## config.mk

```make
export PLATFORM = sky130hd
export DESIGN_NAME = mem_loader
export DESIGN_NICKNAME = d
export VERILOG_FILES = /design/src/rtl/mem_loader.sv
export SDC_FILE = /design/constraint.sdc
export NUM_CORES = 1
export LEC_CHECK = 0
export BUFFER_PORTS_ARGS = -buffer_cell sky130_fd_sc_hd__clkbuf_2
export CORE_UTILIZATION = 50
export CTS_BUF_LIST = sky130_fd_sc_hd__clkbuf_8
export CTS_CLUSTER_DIAMETER = 100
export DETAILED_ROUTE_END_ITERATION = 6
export PLACE_DENSITY = 0.68
export REMOVE_ABC_BUFFERS = 1
export SLEW_MARGIN = 0
export SYNTH_ARGS = -nofsm -noshare
export SYNTH_HDL_FRONTEND = slang
export SYNTH_SLANG_ARGS = --single-unit
```

## constraint.sdc

```tcl
create_clock -name clk -period 2.2 [get_ports clk]
set_input_delay 0.44 -clock clk [delete_from_list [all_inputs] [get_ports clk]]
set_output_delay 0.44 -clock clk [all_outputs]
set_load 0.1 [all_outputs]
```

## src/rtl/mem_loader.sv

```systemverilog
// mem_loader -- boot-time program loader in front of the instruction memory.
//
// Takes a framed byte stream and writes the payload into memory at one byte
// per cycle. The CPU core is held in reset until the whole image has landed.
// Stream frame, little-endian:
//   addr_lo, addr_hi, len_lo, len_hi, payload[len], [checksum]
//
// Optional feature: define MEM_LOADER_CHECKSUM_EN to expect one trailing
// checksum byte. The checksum is the sum of the payload mod 2^DATA_WIDTH.
// A mismatch parks the loader in ERROR until load_req or reset.
//
// Ports:
//   clk, reset           rising-edge clock, synchronous active-high reset
//   in_valid/in_data     stream byte; a byte transfers on in_valid && in_ready
//   in_ready             high while loading (header, data, checksum states)
//   load_req             pulse; restarts loading from DONE or ERROR only
//   mem_we/addr/din      registered memory write port, one write per payload byte
//   cpu_reset_n          active-low core reset; rises one cycle after DONE is entered
//   busy / done / error  status flags

module mem_loader #(
    parameter int ADDR_WIDTH = 16,
    parameter int DATA_WIDTH = 8
) (
    input  logic                  clk,
    input  logic                  reset,
    input  logic                  in_valid,
    input  logic [DATA_WIDTH-1:0] in_data,
    output logic                  in_ready,
    input  logic                  load_req,
    output logic                  mem_we,
    output logic [ADDR_WIDTH-1:0] mem_addr,
    output logic [DATA_WIDTH-1:0] mem_din,
    output logic                  cpu_reset_n,
    output logic                  busy,
    output logic                  done,
    output logic                  error
);

    // Length header is two stream bytes wide.
    localparam int LEN_WIDTH = 2 * DATA_WIDTH;

    typedef enum logic [2:0] {
        ST_ADDR_LO = 3'd0,
        ST_ADDR_HI = 3'd1,
        ST_LEN_LO  = 3'd2,
        ST_LEN_HI  = 3'd3,
        ST_DATA    = 3'd4,
`ifdef MEM_LOADER_CHECKSUM_EN
        ST_CSUM    = 3'd5,
        ST_ERROR   = 3'd7,
`endif
        ST_DONE    = 3'd6
    } state_t;

    // Registered memory write port.
    typedef struct packed {
        logic                  we;
        logic [ADDR_WIDTH-1:0] addr;
        logic [DATA_WIDTH-1:0] din;
    } mem_wr_t;

    // State reached once the payload (or an empty header) is finished.
`ifdef MEM_LOADER_CHECKSUM_EN
    localparam state_t ST_PAYLOAD_END = ST_CSUM;
`else
    localparam state_t ST_PAYLOAD_END = ST_DONE;
`endif

    state_t                  state_q, state_d;
    logic [DATA_WIDTH-1:0]   hdr_lo_q;     // low byte of the header word being captured
    logic [ADDR_WIDTH-1:0]   addr_q;       // next payload write address
    logic [LEN_WIDTH-1:0]    remain_q;     // payload bytes still to come
    mem_wr_t                 wr_q;
    logic                    cpu_rst_n_q;
`ifdef MEM_LOADER_CHECKSUM_EN
    logic [DATA_WIDTH-1:0]   csum_q;
`endif

    logic                    accept;
    logic                    idle;
    logic                    restart;
    logic [LEN_WIDTH-1:0]    hdr_word;

    // DONE and ERROR are the only states that refuse bytes.
`ifdef MEM_LOADER_CHECKSUM_EN
    assign idle = (state_q == ST_DONE) || (state_q == ST_ERROR);
`else
    assign idle = (state_q == ST_DONE);
`endif

    assign busy     = !idle;
    assign in_ready = !idle;
    assign accept   = in_valid && in_ready;
    assign restart  = idle && load_req;
    // The high header byte is combined with the stored low byte as it arrives.
    assign hdr_word = {in_data, hdr_lo_q};

    // ---------------- FSM state register ----------------
    always_ff @(posedge clk) begin
        if (reset) state_q <= ST_ADDR_LO;
        else       state_q <= state_d;
    end

    // ---------------- FSM next state ----------------
    always_comb begin
        state_d = state_q;
        case (state_q)
            ST_ADDR_LO: if (accept) state_d = ST_ADDR_HI;
            ST_ADDR_HI: if (accept) state_d = ST_LEN_LO;
            ST_LEN_LO:  if (accept) state_d = ST_LEN_HI;
            ST_LEN_HI:  if (accept) state_d = (hdr_word != '0) ? ST_DATA : ST_PAYLOAD_END;
            ST_DATA:    if (accept && remain_q == LEN_WIDTH'(1)) state_d = ST_PAYLOAD_END;
`ifdef MEM_LOADER_CHECKSUM_EN
            ST_CSUM:    if (accept) state_d = (in_data == csum_q) ? ST_DONE : ST_ERROR;
            ST_ERROR:   if (load_req) state_d = ST_ADDR_LO;
`endif
            ST_DONE:    if (load_req) state_d = ST_ADDR_LO;
            default:    state_d = ST_ADDR_LO;
        endcase
    end

    // ---------------- datapath ----------------
    always_ff @(posedge clk) begin
        if (reset) begin
            hdr_lo_q    <= '0;
            addr_q      <= '0;
            remain_q    <= '0;
            wr_q        <= '0;
            cpu_rst_n_q <= 1'b0;
`ifdef MEM_LOADER_CHECKSUM_EN
            csum_q      <= '0;
`endif
        end else begin
            wr_q.we <= 1'b0;
            // Registered off DONE, so the core leaves reset only after the
            // final write (issued in the first DONE cycle) has been captured.
            cpu_rst_n_q <= (state_q == ST_DONE) && !load_req;

            if (restart) begin
                hdr_lo_q <= '0;
                addr_q   <= '0;
                remain_q <= '0;
`ifdef MEM_LOADER_CHECKSUM_EN
                csum_q   <= '0;
`endif
            end else if (accept) begin
                case (state_q)
                    ST_ADDR_LO, ST_LEN_LO: hdr_lo_q <= in_data;
                    // Truncation drops header bits above ADDR_WIDTH.
                    ST_ADDR_HI: addr_q   <= ADDR_WIDTH'(hdr_word);
                    ST_LEN_HI:  remain_q <= hdr_word;
                    ST_DATA: begin
                        wr_q.we   <= 1'b1;
                        wr_q.addr <= addr_q;
                        wr_q.din  <= in_data;
                        addr_q    <= addr_q + ADDR_WIDTH'(1);   // wraps naturally
                        remain_q  <= remain_q - LEN_WIDTH'(1);
`ifdef MEM_LOADER_CHECKSUM_EN
                        csum_q    <= csum_q + in_data;
`endif
                    end
                    default: ;
                endcase
            end
        end
    end

    assign mem_we      = wr_q.we;
    assign mem_addr    = wr_q.addr;
    assign mem_din     = wr_q.din;
    assign cpu_reset_n = cpu_rst_n_q;
    assign done        = (state_q == ST_DONE);
`ifdef MEM_LOADER_CHECKSUM_EN
    assign error       = (state_q == ST_ERROR);
`else
    assign error       = 1'b0;
`endif

endmodule

```

==> results of run 1 <==
==> synth_stat cells, types with 4 or more instances <==
cell type and n:
nand2_1 81, dfxtp_1 69, a21oi_1 45, nor2_1 35, o21ai_0 20, clkbuf_1 16
mux2i_1 14, buf_2 12, nor3_1 11, nor2b_1 10, nand3_1 9, o22ai_1 9
nor4_1 7, nand4_1 6, a32o_1 5, and2_1 5, o31ai_1 5, o32ai_1 5
a211oi_1 4, a31oi_1 4, inv_1 4
==> power by group <==
| group | switching (mW) | total, mW | leakage, nW | internal, mW |
|---|---|---|---|---|
| Clock | 0.524 | 0.972 | 0.0928 | 0.447 |
| Combinational | 0.193 | 0.330 | 0.859 | 0.137 |
| Sequential | 0.0471 | 1.33 | 0.559 | 1.28 |
| Total | 0.764 | 2.63 | 1.51 | 1.87 |
==> area by class of cell <==
class                           instances  share of cell area (%)
Multi-Input combinational cell        332                    48.3
Timing Repair Buffer                   56                    9.51
Clock inverter                          6                    1.20
Clock buffer                           10                    3.46
Sequential cell                        69                    34.8
Tap cell                               77                    2.43
Inverter                                4                   0.378
==> state kept, by name, summed over array words and instances, names as in the netlist <==
name	flops
addr_q	16
mem_addr	16
cpu_reset_n	1
mem_we	1
mem_din	8
hdr_lo_q	8
state_q	3
remain_q	16
==> through the flow <==
step           power, mW  TNS (ps)  util (%)  hold WS (ps)  instances
2_1_floorplan       1.57     -3190         -           438        405
3_3_place_gp        1.68         0      58.0           442        538
3_5_place_dp        1.68         0      58.0           447        538
4_1_cts             2.65         0      60.8           311        554
5_1_grt             2.74         0      60.8           328        554
6_report            2.63         0      60.8           316        554
==> worst max-delay path by stage <==
stage | start | end | slack [ps] | cells past startpoint
2_1_floorplan | state_q[2] | done | -1340 | 3
3_3_place_gp | addr_q[8] | addr_q[15] | 300 | 5
6_report | state_q[1] | done | 160 | 3
5_1_grt | state_q[0] | done | 70 | 4
3_5_place_dp | addr_q[7] | addr_q[15] | 300 | 5
4_1_cts | state_q[0] | done | 160 | 4
==> critical path: stages (launching register included) <==
cell	delay (ps)
dfxtp_1	600
nand2_1	290
inv_1	180
buf_12	180
==> cell families after synthesis <==
kind of cell	count (synthesis)
and+or+nand+nor	187
AOI/OAI and AO/OA	124
DFF	69
buffers and inverters	38
muxes	15
adders and majority gates	3
xor gates and xnor gates	2
other	1
==> layout by cell type (no fill, tap or decap), types with 2 or more instances in the layout <==
master     count
a211oi_1       4
a21o_1         3
a21oi_1       45
a221oi_1       3
a311oi_1       3
a31oi_1        4
a32o_1         5
and2_1         5
and3_1         2
buf_12         4
buf_4         15
clkbuf_2      37
clkbuf_8      10
clkinv_4       3
dfxtp_1       69
ha_1           3
inv_1          4
mux2i_1       14
nand2_1       81
nand2b_1       2
nand3_1        9
nand4_1        6
nor2_1        35
nor2b_1       10
nor3_1        11
nor3_2         2
nor3b_1        2
nor4_1         7
o2111ai_1      2
o21ai_0       20
o21ai_1        3
o22ai_1        9
o31ai_1        5
o32ai_1        5
or3_1          3
or3_4          2
==> per-layer routing <==
| layer | global-route usage (%) | part of all wire, % |
|---|---|---|
| met1 | 35.5 | 46 |
| met2 | 41.1 | 47 |
| met3 | 3.70 | 5.2 |
| met4 | 11.1 | 1.7 |
| met5 | 0 | 0 |
==> reports/metrics.csv, run 1 <==
stage,metric,value,unit
sta,Worst-Margin Slew,545,ps
logic_synthesis,Main synth FF type,dfxtp_1,
job,Max Cap Violations,0,
sta,max_slew headroom,63.8,%
cts,H-tree Lvls,3,
route,Initial DRC Count,243,
route,WL/cell,16.0,um
worst_setup_path,Critical Path Fanout Max,14,
sta,Fin. Hold Viols,0,
logic_synthesis,Post-Syn Instances,439,
cts,Post CTS Setup Buffer Count,0,
route,remaining routing DRC violations,0,
worst_setup_path,R2R cell count,5,
layout,fin area,3970,um^2
logic_synthesis,number of enable flip-flop cells after synthesis,0,
global_routing,vias in the first global route,3023,
place,GPL Wtd Cong,0.853,
layout,Area Growth Syn to Fin,14.8,%
sta,"Slew Viols, Final",0,
cts,clock buffer depth,2,
worst_setup_path,Crit Path Category,flip-flop to output pin,
logic_synthesis,"flops & latches, synth",69,
route,final wirelength,8.89,mm
logic_synthesis,top cell type by total area after synthesis,dfxtp_1,
sta,Final period util,92.8,%
sta,RSZ-0062 raised after global routing,no,
hold_path,worst hold endpoint,cpu_reset_n,
logic_synthesis,area share of the largest cell type after synthesis,39.9,%
route,via count,3371,
logic_synthesis,mux cell area share after synthesis,4.38,%
logic_synthesis,Post-Synth XOR/XNOR Area,0.506,%
place,pre-CTS setup slack,301,ps
cts,total CTS buffers,9,
floorplanning,Initial Util,53.0,%
power,power density cells,662,nW/um^2
layout,layout cells sized above 1,17.2,%
hold_path,path type of the worst min-delay path,input pin to flip-flop,
worst_setup_path,Required @ worst endpoint,1760,ps
floorplanning,FP Rows,29,
sta,PnR worst setup slack,158,ps
floorplanning,die height,85.2,um
worst_setup_path,RR Endpoint,addr_q[15],
route,DR vias/cell,6.08,
logic_synthesis,yosys warns,0,
logic_synthesis,count of cell types in the netlist,62,
logic_synthesis,Synth Area in Compound Gates,22.9,%
layout,Final nets,487,
layout,antenna cell count,0,
route,DRT Pass-1 Iters,4,
cts,clock latency on the worst-skew pair,350,ps
global_routing,initial antenna violation count,0,
layout,# fillers,618,
place,IO Port Bufs,40,
layout,register area,1380,um^2
route,Antenna Nets Post-Route,0,
cts,# resized after CTS,0,
global_routing,first-pass GRT wire length,14.8,mm
worst_setup_path,CP endpoint kind,output pin,
hold_path,hold path depth,2,
logic_synthesis,largest family of logic cells by synthesized area,simple AND/OR/NAND/NOR gates,
worst_setup_path,R2R Setup Slk,250,ps
sta,final period demand of the worst path,2040,ps
logic_synthesis,Post-Synth Simple-Gate Area,26.3,%
power,Static Leak,1.51,nW
place,detailed placer's ending HPWL,6.23,mm
sta,Setup-failing EPs final,0,
global_routing,GR Util All Layers,26.0,%
floorplanning,Ports,42,
logic_synthesis,Adder-Cell Fraction of Synth Area,1.08,%
logic_synthesis,Post-Synthesis Cell Area,3460,um^2
power,Max rail drop VDD,329,uV
logic_synthesis,main area contributors after synthesis,"dfxtp_1 (40%), nand2_1 (8.8%), a21oi_1 (6.5%), mux2i_1 (4.1%), nor2_1 (3.8%)",
cts,Root Driver,clkbuf_8,
status,status,finished clean,
logic_synthesis,post-synthesis average cell area,7.88,um^2
cts,cts hold-fix bufs,0,
worst_setup_path,data arrival time of the worst path,1600,ps
hold_path,hold path startpoint,load_req,
global_routing,GRT overflow,0,
cts,clock sinks,69,
worst_setup_path,crit start category,flip-flop,
floorplanning,DIE WIDTH,85.2,um
sta,Max Clk Rate,0.490,GHz
logic_synthesis,post-synthesis sequential area ratio,39.9,%
global_routing,largest net degree at the start of global routing,41,
layout,Multi-input gate area,1920,um^2
logic_synthesis,Async SR Flop Fraction,0,%
place,Post-Place Cell Area,3790,um^2
floorplanning,core box area,6530,um^2
cts,CTS tree,built,
worst_setup_path,Reg2Reg Launch Point,addr_q[7],
cts,Worst-path clk slew,80,ps
sta,clk_skew,11.3,ps
floorplanning,Die ar.,7260,um^2
Note: power is estimated with default switching activity, not from simulation.
==> run 2, diff against run 1 <==
--- a/config.mk
+++ b/config.mk
@@ -5,12 +5,12 @@
 export SDC_FILE = /design/constraint.sdc
 export NUM_CORES = 1
 export LEC_CHECK = 0
-export BUFFER_PORTS_ARGS = -buffer_cell sky130_fd_sc_hd__clkbuf_2
 export CORE_UTILIZATION = 50
 export CTS_BUF_LIST = sky130_fd_sc_hd__clkbuf_8
 export CTS_CLUSTER_DIAMETER = 100
 export DETAILED_ROUTE_END_ITERATION = 6
-export PLACE_DENSITY = 0.68
+export DONT_BUFFER_PORTS = 1
+export PLACE_DENSITY = 0.63
 export REMOVE_ABC_BUFFERS = 1
 export SLEW_MARGIN = 0
 export SYNTH_ARGS = -nofsm -noshare
==> reports/metrics.csv, run 2 (synthesis results as in run 1) <==
stage,metric,value,unit
floorplanning,Initial Util,53.0,%
power,Static Leak,1.51,nW
worst_setup_path,data arrival time of the worst path,2260,ps
cts,clock latency on the worst-skew pair,340,ps
layout,antenna cell count,0,
worst_setup_path,CP endpoint kind,flip-flop,
sta,Final period util,92.3,%
worst_setup_path,critical path's largest stage delay,470,ps
worst_setup_path,crit start category,flip-flop,
hold_path,path type of the worst min-delay path,input pin to flip-flop,
cts,Worst-path clk slew,80,ps
cts,H-tree Lvls,3,
floorplanning,DIE WIDTH,85.2,um
global_routing,largest net degree at the start of global routing,33,
cts,clock buffer depth,2,
sta,Max Clk Rate,0.492,GHz
worst_setup_path,RR Endpoint,addr_q[15],
layout,register area,1380,um^2
global_routing,vias in the first global route,2960,
power,Max rail drop VDD,413,uV
worst_setup_path,buffers and inverters on the worst path,0,
worst_setup_path,Crit Path Category,flip-flop to flip-flop,
route,WL/cell,16.4,um
sta,final period demand of the worst path,2030,ps
global_routing,GRT overflow,0,
worst_setup_path,Required @ worst endpoint,2430,ps
cts,# resized after CTS,0,
status,status,finished clean,
floorplanning,FP Rows,29,
cts,total CTS buffers,9,
sta,"Slew Viols, Final",0,
route,Initial DRC Count,298,
layout,Final Core Density,61.6,%
sta,PnR worst setup slack,169,ps
layout,"commonest non-fill, non-tap cells in the layout","nand2_1 (80), dfxtp_1 (69), a21oi_1 (45), buf_4 (43), nor2_1 (35)",
layout,Area Growth Syn to Fin,16.3,%
cts,CTS tree,built,
route,via count,3258,
layout,layout cells sized above 1,15.2,%
sta,RSZ-0062 raised after global routing,no,
place,pre-CTS setup slack,262,ps
sta,clk_skew,7.68,ps
place,IO Port Bufs,0,
worst_setup_path,critical path's top delay family,simple AND/OR/NAND/NOR gates,
cts,clock sinks,69,
place,detailed placer's ending HPWL,6.11,mm
sta,Fin Setup TNS,0,ps
place,GPL Wtd Cong,0.836,
sta,Fin. Hold Viols,0,
cts,cts hold-fix bufs,0,
layout,# fillers,597,
worst_setup_path,crit path cell chain,"nand4_1, nor4_1, mux2_2, a221oi_1, nor2_1",
worst_setup_path,crit path from,addr_q[8],
worst_setup_path,Reg2Reg Launch Point,addr_q[8],
global_routing,first-pass GRT wire length,14.9,mm
layout,Multi-input gate area,1920,um^2
power,power density cells,723,nW/um^2
worst_setup_path,CP Capture Point,addr_q[15],
layout,"commonest non-fill, non-tap cell in the layout",nand2_1,
route,DRT Pass-1 Iters,7,
global_routing,initial antenna violation count,0,
cts,Post CTS Setup Buffer Count,0,
worst_setup_path,R2R Setup Slk,170,ps
floorplanning,Ports,42,
cts,Root Driver,clkbuf_8,
route,remaining routing DRC violations,0,
floorplanning,Die ar.,7260,um^2
floorplanning,die height,85.2,um
floorplanning,core box area,6530,um^2
route,final wirelength,8.93,mm
global_routing,GR Util All Layers,26.4,%
job,Max Cap Violations,0,
worst_setup_path,R2R cell count,5,
route,Antenna Nets Post-Route,0,
route,DR vias/cell,6.00,
worst_setup_path,Critical Path Fanout Max,7,
layout,Final nets,476,
worst_setup_path,Critical-path top delay cell,dfxtp_1,
worst_setup_path,CP Depth,5,
sta,Setup-failing EPs final,0,
[run 2: where the power goes]
part           switching [mW]  total, mW  internal, mW
clock                   0.497       1.28         0.784
combinational           0.164      0.296         0.132
sequential             0.0467       1.33          1.28
[run 2: worst min-delay path by stage]
stage / start / slack (ps) / end / cells past startpoint
2_1_floorplan: addr_q[10] / 440 / mem_addr[10] / 2
3_3_place_gp: mem_addr[9] / 440 / mem_addr[9] / 2
3_5_place_dp: mem_addr[9] / 440 / mem_addr[9] / 2
4_1_cts: reset / 140 / mem_addr[15] / 1
5_1_grt: reset / 140 / mem_addr[14] / 1
6_report: reset / 150 / mem_addr[15] / 1
[run 2: worst register-to-register path, delay by kind of cell (launching register included)]
| family | cells | cell delay (ps) |
|---|---|---|
| flops | 1 | 470 |
| simple gates | 3 | 790 |
| compound gates | 1 | 280 |
| mux | 1 | 380 |
[run 2: final cells by class]
cell class              instances  area share [%]
multi-input cells             332            47.7
well taps                      77            2.40
clock buffers                  10            3.42
clock inverters                 6            2.74
inverters                       4           0.373
repair buffers                 45            9.02
flip-flops and latches         69            34.3
[run 2: per-layer routing]
layer	GRT usage, %	vias up	share of wire (%)
met5	0	-	0
met3	4.96	13	6.0
li1	-	1632	-
met4	8.63	0	1.4
met1	37.1	1510	48
met2	40.8	103	45
[run 2: stage by stage]
stage          hold WS [ps]  std cells  total power [mW]  cell area, um^2
4_1_cts                 144        543              2.93             4020
3_5_place_dp            440        527              1.65             3770
3_3_place_gp            438        527              1.64             3770
6_report                152        543              2.91             4020
2_1_floorplan           438        405              1.57             3310
5_1_grt                 138        543              3.02             4020
==> run 3, diff against run 2 <==
--- a/config.mk
+++ b/config.mk
@@ -5,12 +5,14 @@
 export SDC_FILE = /design/constraint.sdc
 export NUM_CORES = 1
 export LEC_CHECK = 0
+export ABC_AREA = 1
 export CORE_UTILIZATION = 50
 export CTS_BUF_LIST = sky130_fd_sc_hd__clkbuf_8
 export CTS_CLUSTER_DIAMETER = 100
 export DETAILED_ROUTE_END_ITERATION = 6
 export DONT_BUFFER_PORTS = 1
 export PLACE_DENSITY = 0.63
+export RECOVER_POWER = 50
 export REMOVE_ABC_BUFFERS = 1
 export SLEW_MARGIN = 0
 export SYNTH_ARGS = -nofsm -noshare
==> reports/metrics.csv, run 3 <==
stage,metric,value,unit
logic_synthesis,number of enable flip-flop cells after synthesis,0,
cts,Root Driver,clkbuf_8,
floorplanning,DIE WIDTH,87.9,um
cts,total CTS buffers,9,
worst_setup_path,CP endpoint kind,output pin,
route,DRT Pass-1 Iters,4,
sta,"Slew Viols, Final",0,
worst_setup_path,Crit Path Category,flip-flop to output pin,
cts,CTS tree,built,
floorplanning,core box area,6940,um^2
floorplanning,Die ar.,7720,um^2
cts,cts hold-fix bufs,0,
route,final wirelength,9.36,mm
logic_synthesis,top cell type by total area after synthesis,dfxtp_1,
logic_synthesis,Main synth FF type,dfxtp_1,
hold_path,worst hold endpoint,mem_addr[1],
logic_synthesis,area share of the largest cell type after synthesis,37.5,%
floorplanning,FP Rows,30,
layout,Final Core Density,58.4,%
cts,Post CTS Setup Buffer Count,0,
sta,final period demand of the worst path,1980,ps
route,DR vias/cell,5.25,
sta,Worst-Margin Slew,604,ps
layout,Area Growth Syn to Fin,10.0,%
worst_setup_path,R2R cell count,7,
route,WL/cell,13.5,um
worst_setup_path,RR Endpoint,remain_q[9],
hold_path,hold path depth,1,
logic_synthesis,Adder-Cell Fraction of Synth Area,1.02,%
power,Static Leak,1.79,nW
logic_synthesis,Synth Area in Compound Gates,16.6,%
logic_synthesis,mux cell area share after synthesis,0,%
route,Initial DRC Count,216,
sta,Hold Slack,148,ps
worst_setup_path,critical path's largest stage delay,500,ps
floorplanning,die height,87.9,um
worst_setup_path,Critical-path top delay cell,dfxtp_1,
worst_setup_path,Required @ worst endpoint,1760,ps
route,remaining routing DRC violations,0,
cts,H-tree Lvls,3,
layout,Final nets,608,
global_routing,vias in the first global route,3223,
place,detailed placer's ending HPWL,6.59,mm
logic_synthesis,Post-Synth Simple-Gate Area,32.9,%
power,power density cells,872,nW/um^2
sta,Fin. Hold Viols,0,
logic_synthesis,post-synthesis sequential area ratio,37.5,%
sta,RSZ-0062 raised after global routing,no,
floorplanning,Ports,42,
logic_synthesis,yosys warns,0,
worst_setup_path,data arrival time of the worst path,1540,ps
worst_setup_path,Critical Path Fanout Max,7,
worst_setup_path,crit path cell chain,"nand3_1, inv_1, buf_4",
sta,Max Clk Rate,0.505,GHz
sta,max_slew headroom,59.6,%
logic_synthesis,most numerous cell in the Yosys netlist,nand2_1,
route,via count,3646,
worst_setup_path,crit start category,flip-flop,
global_routing,first-pass GRT wire length,15.4,mm
cts,# resized after CTS,0,
logic_synthesis,main area contributors after synthesis,"dfxtp_1 (37%), nand2_1 (14%), a21oi_1 (9.2%), nor2_1 (8.6%), nand3_1 (7.6%)",
route,Antenna Nets Post-Route,0,
layout,layout cells sized above 1,10.0,%
logic_synthesis,post-synthesis average cell area,6.46,um^2
layout,"commonest non-fill, non-tap cell in the layout",nand2_1,
global_routing,GRT overflow,0,
cts,clock buffer depth,2,
global_routing,GR Util All Layers,25.8,%
job,Max Cap Violations,0,
sta,Final period util,90.0,%
cts,Worst-path clk slew,80,ps
logic_synthesis,Post-Synth XOR/XNOR Area,1.43,%
sta,clk_skew,6.60,ps
power,Max rail drop VDD,440,uV
logic_synthesis,Post-Synthesis Cell Area,3690,um^2
floorplanning,Initial Util,53.1,%
cts,clock latency on the worst-skew pair,350,ps
status,status,finished clean,
logic_synthesis,count of cell types in the netlist,29,
hold_path,path type of the worst min-delay path,input pin to flip-flop,
place,IO Port Bufs,0,
hold_path,hold path startpoint,reset,
logic_synthesis,largest family of logic cells by synthesized area,simple AND/OR/NAND/NOR gates,
global_routing,largest net degree at the start of global routing,30,
layout,"commonest non-fill, non-tap cells in the layout","nand2_1 (139), nor2_1 (86), dfxtp_1 (69), a21oi_1 (68), nand3_1 (57)",
logic_synthesis,synth cell count leaders,"nand2_1 (139), nor2_1 (84), dfxtp_1 (69)",
global_routing,initial antenna violation count,0,
cts,clock sinks,69,
logic_synthesis,Async SR Flop Fraction,0,%
logic_synthesis,"flops & latches, synth",69,
logic_synthesis,Post-Syn Instances,571,
layout,antenna cell count,0,
worst_setup_path,Reg2Reg Launch Point,state_q[0],
place,GPL Wtd Cong,0.850,
worst_setup_path,R2R Setup Slk,330,ps
sta,Setup-failing EPs final,0,
run 3: cell types whose count changed in the layout (fill, tap and decap cells not counted), sizes merged, moves of 28 or more:
cell    previous run  this run
buf               45         9
inv                6        59
nand3              9        58
nand2             81       140
clkbuf            10        38
nor2              36        86
run 3: metal layers:
| metal | vias up | wire [um] | global-route usage, % | part of all wire [%] |
|---|---|---|---|---|
| met1 | 1648 | 4540 | 36.4 | 49 |
| met4 | 0 | 114 | 7.60 | 1.2 |
| met5 | - | 0 | 0 | 0 |
| met3 | 11 | 474 | 3.77 | 5.1 |
| met2 | 103 | 4230 | 40.9 | 45 |
| li1 | 1884 | - | - | - |
run 3: worst max-delay path by stage:
| stage | startpoint | endpoint |
|---|---|---|
| 4_1_cts | state_q[2] | done |
| 3_5_place_dp | state_q[2] | remain_q[9] |
| 6_report | state_q[2] | done |
| 5_1_grt | state_q[2] | done |
| 2_1_floorplan | state_q[2] | done |
| 3_3_place_gp | state_q[2] | state_q[2] |
run 3: kinds of logic after synthesis:
| group | after synthesis |
|---|---|
| AOI/OAI and AO/OA | 115 |
| xor gates and xnor gates | 6 |
| adders and majority gates | 3 |
| buffers and inverters | 84 |
| DFF | 69 |
| other | 1 |
| and+or+nand+nor | 293 |
run 3: worst max-delay path: cells and delay by family (launching register included):
family,cells,cell delay (ps)
buf+inv,2,400
flops,1,500
simple gates,1,290
run 3: per-stage QoR:
| step | area, um^2 | TNS [ps] | instances | power, mW | worst slack [ps] |
|---|---|---|---|---|---|
| 6_report | 4060 | 0 | 694 | 3.54 | 219 |
| 5_1_grt | 4060 | 0 | 694 | 3.76 | 137 |
| 4_1_cts | 4140 | 0 | 694 | 3.56 | 301 |
| 3_5_place_dp | 3930 | 0 | 678 | 2.47 | 443 |
| 3_3_place_gp | 3930 | 0 | 678 | 2.46 | 519 |
| 2_1_floorplan | 3520 | -14460 | 546 | 2.22 | -752 |
run 3: final cells by class:
class,count,area (um^2)
Clock buffer,11,151
Clock inverter,5,57.6
Fill cell,709,2890
Inverter,59,224
Multi-Input combinational cell,418,1910
Sequential cell,69,1380
Tap cell,96,120
Timing Repair Buffer,36,215
run 3: report_power, final:
group | internal, mW | switching (mW) | total, mW | leakage [nW]
clock | 0.588 | 0.507 | 1.09 | 0.110
combinational | 0.295 | 0.677 | 0.972 | 1.12
sequential | 1.35 | 0.116 | 1.47 | 0.561
